===== src/rtl/flash_rom_sequencer.sv =====
// Eco32 ROM-slot controller for a 16-bit parallel flash: issues the power-up reset
// pulse, splits bus reads into timed halfword accesses and stalls the bus until done.
module flash_rom_sequencer #(
  parameter int unsigned ACCESS_CYCLES   = 7,
  parameter int unsigned RESET_CYCLES    = 50,
  parameter int unsigned RECOVERY_CYCLES = 4
) (
  input  logic        clock,
  input  logic        reset,
  input  logic        busEnable,
  input  logic        busWrite,
  input  logic [1:0]  busAccessSize,
  input  logic [20:0] busAddress,
  input  logic [31:0] busWriteData,
  output logic [31:0] busReadData,
  output logic        busWait,
  output logic        romChipEnableInverted,
  output logic        romOutputEnableInverted,
  output logic        romWriteEnableInverted,
  output logic        romResetInverted,
  output logic        romByteInverted,
  output logic [19:0] romAddress,
  input  logic [15:0] romData
);

  localparam int unsigned MAX_AR     = (ACCESS_CYCLES > RESET_CYCLES) ? ACCESS_CYCLES : RESET_CYCLES;
  localparam int unsigned MAX_CYCLES = (MAX_AR > RECOVERY_CYCLES) ? MAX_AR : RECOVERY_CYCLES;
  localparam int unsigned CW         = (MAX_CYCLES > 1) ? $clog2(MAX_CYCLES) : 1;

  // Zero-length phases collapse to a single cycle rather than underflowing the counter.
  localparam int unsigned ACC_LOAD = (ACCESS_CYCLES   > 0) ? ACCESS_CYCLES   - 1 : 0;
  localparam int unsigned RST_LOAD = (RESET_CYCLES    > 0) ? RESET_CYCLES    - 1 : 0;
  localparam int unsigned REC_LOAD = (RECOVERY_CYCLES > 0) ? RECOVERY_CYCLES - 1 : 0;

  typedef enum logic [2:0] {
    ST_RESET_PULSE,
    ST_RECOVER,
    ST_IDLE,
    ST_ACCESS_HI,
    ST_ACCESS_LO,
    ST_DONE
  } state_t;

  state_t        state_q, state_d;
  logic [CW-1:0] cnt_q, cnt_d;
  logic [20:0]   addr_q, addr_d;
  logic [1:0]    size_q, size_d;
  logic [31:0]   rdata_q, rdata_d;
  logic          is_word;
  logic          unused_write_data;

  always_ff @(posedge clock) begin
    if (reset) begin
      state_q <= ST_RESET_PULSE;
      cnt_q   <= CW'(RST_LOAD);
      addr_q  <= '0;
      size_q  <= '0;
      rdata_q <= '0;
    end else begin
      state_q <= state_d;
      cnt_q   <= cnt_d;
      addr_q  <= addr_d;
      size_q  <= size_d;
      rdata_q <= rdata_d;
    end
  end

  always_comb begin
    state_d = state_q;
    cnt_d   = cnt_q;
    addr_d  = addr_q;
    size_d  = size_q;
    rdata_d = rdata_q;
    is_word = size_q[1];

    case (state_q)
      ST_RESET_PULSE: begin
        if (cnt_q == '0) begin
          state_d = ST_RECOVER;
          cnt_d   = CW'(REC_LOAD);
        end else begin
          cnt_d = cnt_q - 1'b1;
        end
      end
      ST_RECOVER: begin
        if (cnt_q == '0) state_d = ST_IDLE;
        else             cnt_d   = cnt_q - 1'b1;
      end
      ST_IDLE: begin
        if (busEnable && !busWrite) begin
          addr_d  = busAddress;
          size_d  = busAccessSize;
          cnt_d   = CW'(ACC_LOAD);
          state_d = ST_ACCESS_HI;
        end
      end
      ST_ACCESS_HI: begin
        if (cnt_q == '0) begin
          if (is_word) begin
            rdata_d = {romData, 16'h0000};
            cnt_d   = CW'(ACC_LOAD);
            state_d = ST_ACCESS_LO;
          end else begin
            if (size_q[0]) rdata_d = {16'h0000, romData};
            else           rdata_d = {24'h000000, addr_q[0] ? romData[7:0] : romData[15:8]};
            state_d = ST_DONE;
          end
        end else begin
          cnt_d = cnt_q - 1'b1;
        end
      end
      ST_ACCESS_LO: begin
        if (cnt_q == '0) begin
          rdata_d = {rdata_q[31:16], romData};
          state_d = ST_DONE;
        end else begin
          cnt_d = cnt_q - 1'b1;
        end
      end
      ST_DONE: state_d = ST_IDLE;
      default: state_d = ST_RESET_PULSE;
    endcase
  end

  always_comb begin
    romAddress = '0;
    case (state_q)
      ST_ACCESS_HI: romAddress = size_q[1] ? {addr_q[20:2], 1'b0} : addr_q[20:1];
      ST_ACCESS_LO: romAddress = {addr_q[20:2], 1'b1};
      default:      romAddress = '0;
    endcase
    romChipEnableInverted   = !((state_q == ST_ACCESS_HI) || (state_q == ST_ACCESS_LO));
    romOutputEnableInverted = !((state_q == ST_ACCESS_HI) || (state_q == ST_ACCESS_LO));
    romWriteEnableInverted  = 1'b1;
    romByteInverted         = 1'b1;
    romResetInverted        = (state_q != ST_RESET_PULSE);
    busReadData             = rdata_q;
    // Writes complete immediately from IDLE; every other non-DONE state stalls.
    busWait = busEnable && !((state_q == ST_DONE) || ((state_q == ST_IDLE) && busWrite));
    unused_write_data = ^busWriteData;
  end

endmodule


===== config.mk =====
export PLATFORM = sky130hd
export DESIGN_NAME = flash_rom_sequencer
export DESIGN_NICKNAME = d
export VERILOG_FILES = /design/src/rtl/flash_rom_sequencer.sv
export SDC_FILE = /design/constraint.sdc
export NUM_CORES = 1
export LEC_CHECK = 0
export CAP_MARGIN = 10
export CORE_ASPECT_RATIO = 1.2
export CORE_MARGIN = 2
export CORE_UTILIZATION = 37
export DETAILED_ROUTE_END_ITERATION = 16
export PLACE_DENSITY = 0.76
export RECOVER_POWER = 100
export SYNTH_ARGS = -nofsm -noshare
export SYNTH_HDL_FRONTEND = slang
export SYNTH_SLANG_ARGS = --single-unit
export TNS_END_PERCENT = 10

===== constraint.sdc =====
create_clock -name clock -period 1.8 [get_ports clock]
set_input_delay 0.36 -clock clock [delete_from_list [all_inputs] [get_ports clock]]
set_output_delay 0.36 -clock clock [all_outputs]
set_load 0.02 [all_outputs]

==> summary.md, run 1 <==
| Metric | Value |
|---|---|
| Clock Pin Slew Worst Setup and Hold Paths | `70 ps` |
| CP Class | `reg2out` |
| Root buf cell | `clkbuf_8` |
| Ys async rst share | `0%` |
| Placed Cells | `555` |
| Drt pass-1 iters | `4` |
| Die Y | `99.81 um` |
| Slowest cell delay on critical path | `350 ps` |
| Vias per cell | `5.071` |
| TritonCTS clock tree | `built` |
| Final worst-path cycle share | `105.2%` |
| Hold Crit Class | `in2reg` |
| Levels on crit path | `6` |
| Finished Core Util | `62.60%` |
| Crit-path max FO | `5` |
| Power Total | `0.003214 W` |
| Place WS | `-269.4 ps` |
| Ant diodes | `0` |
| Setup WS post-layout | `-94.21 ps` |
| Initial core utilization | `38.68%` |
| Most frequent cells in the layout | `71 x nand2_1, 60 x dfxtp_1, 47 x a21oi_1` |
| Die width | `83.84 um` |
| Post-synth top area share | `45.27%` |
| Yosys reg bits | `64` |
| DRT antenna net count | `0` |
| Final min period | `1894 ps` |
| Top Metal Used | `met4` |
| Post-CTS Hold Buffers | `0` |
| Layout Nets | `557` |
| GP Congestion | `0.8180` |
| Worst Path Buf+Inv | `2` |
| Hold Crit Depth | `2` |
| Vias | `2921` |
| Remaining global-route overflow | `0` |
| Dominant synthesized flop cell | `dfxtp_1` |
| Commonest non-fill, non-tap cell in the layout | `nand2_1` |
| Avg Inst Size Synth | `8.018 sq um` |
| Total GRT Usage | `19.85%` |
| Final Hold Fails | `0` |
| Remaining DRCs | `0` |
| Top area cells in the synthesized netlist | `dfxtp_1 45%, nand2_1 9.8%, a21oi_1 8.3%` |
| Area growth syn-to-layout | `61.85%` |
| Met1 Wirelength | `3271 um` |
| Die ar. | `8368 sq um` |
| Max Clock Skew | `10.43 ps` |
| RSZ-0062 raised after global routing | `yes` |
| Fin cells | `576` |
| PD cells | `701.6 nW/um^2` |
| Layout cells sized above 1 | `26.54%` |
| DRT Wirelength | `8249 um` |
| Max Clk Rate | `527.9 MHz` |
| Num CTS Buffers | `9` |
| Clk Latency, worst-skew pair | `340 ps` |
| Reg2Reg Depth | `8` |
| Status | `finished, violations left` |
| Synthesized area | `2830 sq um` |
| Maximum VDD drop | `0.4914 mV` |
| EDFF count, synth | `0` |
| Max Transition Viols Final | `0` |
| Core area | `7317 sq um` |
| CP arrival | `1530 ps` |
| Port bufs | `98` |
| Sequential-to-total area share from yosys stat | `45.27%` |
| CP top delay family | `simple AND/OR/NAND/NOR gates` |
| Met3 wire length | `617 um` |
| Post-DP HPWL | `5776 um` |
| CP Cell Sequence | `and2b_1 > nand2_2 > nand2_4 > clkbuf_16 > and2_4 > buf_6` |
| Clock sink count | `64` |
| Rows | `34` |
| Endpoint class of the critical path | `primary output` |
| Crit path max-delay cell type | `dfxtp_2` |
| Mapped Cells | `353` |
| Violated checks | `negative setup slack` |
| 1st-iter DRT viols | `97` |
| Vias in the first global route | `2992` |
| Initial antenna violation count | `0` |
| Yosys warns | `0` |
| WHS | `374.5 ps` |
| Largest net degree at the start of global routing | `33` |
| # setup viols final | `24` |
| # H-tree levels | `3` |
| Clock buffer depth | `2` |
| DR WL/cell | `14.32 um` |
| Post-synth top area cell | `dfxtp_1` |
| Met2 Wirelength | `4204 um` |
| Netlist cell types | `48` |
| MaxCap Viol Count | `0` |
| Critical path launch point type | `register` |
| # IOs | `133` |
| First-pass GRT wire length | `13580 um` |
| Worst EP required | `1440 ps` |
| Static Leakage | `1.858 nW` |
==> layout make-up <==
type	instances	area [sq um]
Clock buffer	10	137.6
Clock inverter	6	115.1
Fill cell	615	2736
Inverter	6	22.52
Multi-Input combinational cell	255	1506
Sequential cell	64	1286
Tap cell	90	112.6
Timing Repair Buffer	145	1400
==> registers in the layout (all words and copies together) (netlist names) <==
signal and count:
busReadData 32, addr_q 21, cnt_q 6, state_q 3
size_q 2
==> power breakdown <==
| group | internal (W) | switching (W) | leakage, nW | total (W) |
|---|---|---|---|---|
| Sequential | 0.00143 | 0.0000155 | 0.518 | 0.00145 |
| Combinational | 0.000140 | 0.0000981 | 1.22 | 0.000238 |
| Clock | 0.000965 | 0.000566 | 0.123 | 0.00153 |
==> kinds of logic (layout without fill, tap and decap cells) <==
logic type | Yosys count | in the layout | share of synthesized area (%)
and+or+nand+nor | 160 | 160 | 26.84
other | 1 | 2 | 0.1325
adders and majority gates | 1 | 1 | 0.4420
muxes | 10 | 10 | 3.537
DFF | 64 | 64 | 45.27
xor gates and xnor gates | 1 | 1 | 0.3095
buffers and inverters | 35 | 167 | 5.526
AOI/OAI and AO/OA | 81 | 81 | 17.95
==> final timing paths <==
check | start | to | slack [ps]
setup reg to reg | cnt_q[0] | cnt_q[1] | -30
setup / recovery | state_q[2] | romAddress[18] | -90
hold reg to reg | addr_q[0] | addr_q[0] | 450
hold / removal | reset | state_q[1] | 370
==> what timing repair did <==
action | CTS | global route
setup buffers | 2 | 1
endpoints found under the hold margin | 0 | 0
resized for setup | 141 | 39
setup endpoints to repair | 39 | 36
gates cloned | 1 | 1
pin swaps | 12 | 11
==> per-stage QoR <==
stage	setup TNS, ps	instance area (sq um)
detailed placement	-6995	4146
global placement	-6091	4146
CTS	-1462	4466
finish	-1369	4581
floorplan	-100.7	2835
global route	-2912	4581
==> routing by layer <==
metal  track usage, %  vias to the layer above
met2            35.82                       93
met3            6.168                       17
met4            7.320                        0
met5                0                        -
li1                 -                     1452
met1            21.95                     1359
==> cell usage after synthesis (all sizes together), types with 5 or more instances <==
| cell type | instances |
|---|---|
| nand3 | 18 |
| and2 | 20 |
| mux2i | 10 |
| a22oi | 9 |
| nand2 | 74 |
| clkbuf | 19 |
| dfxtp | 64 |
| or3 | 5 |
| inv | 6 |
| a2bb2oi | 9 |
| nor2 | 26 |
| buf | 10 |
| a21oi | 47 |
Note: power is estimated with default switching activity, not from simulation.
==> run 2: changes to the inputs <==
Settings changed: CAP_MARGIN 10 to 20.
==> results of run 2 <==
No change in the layout: final DEF, timing and power equal those of run 1.
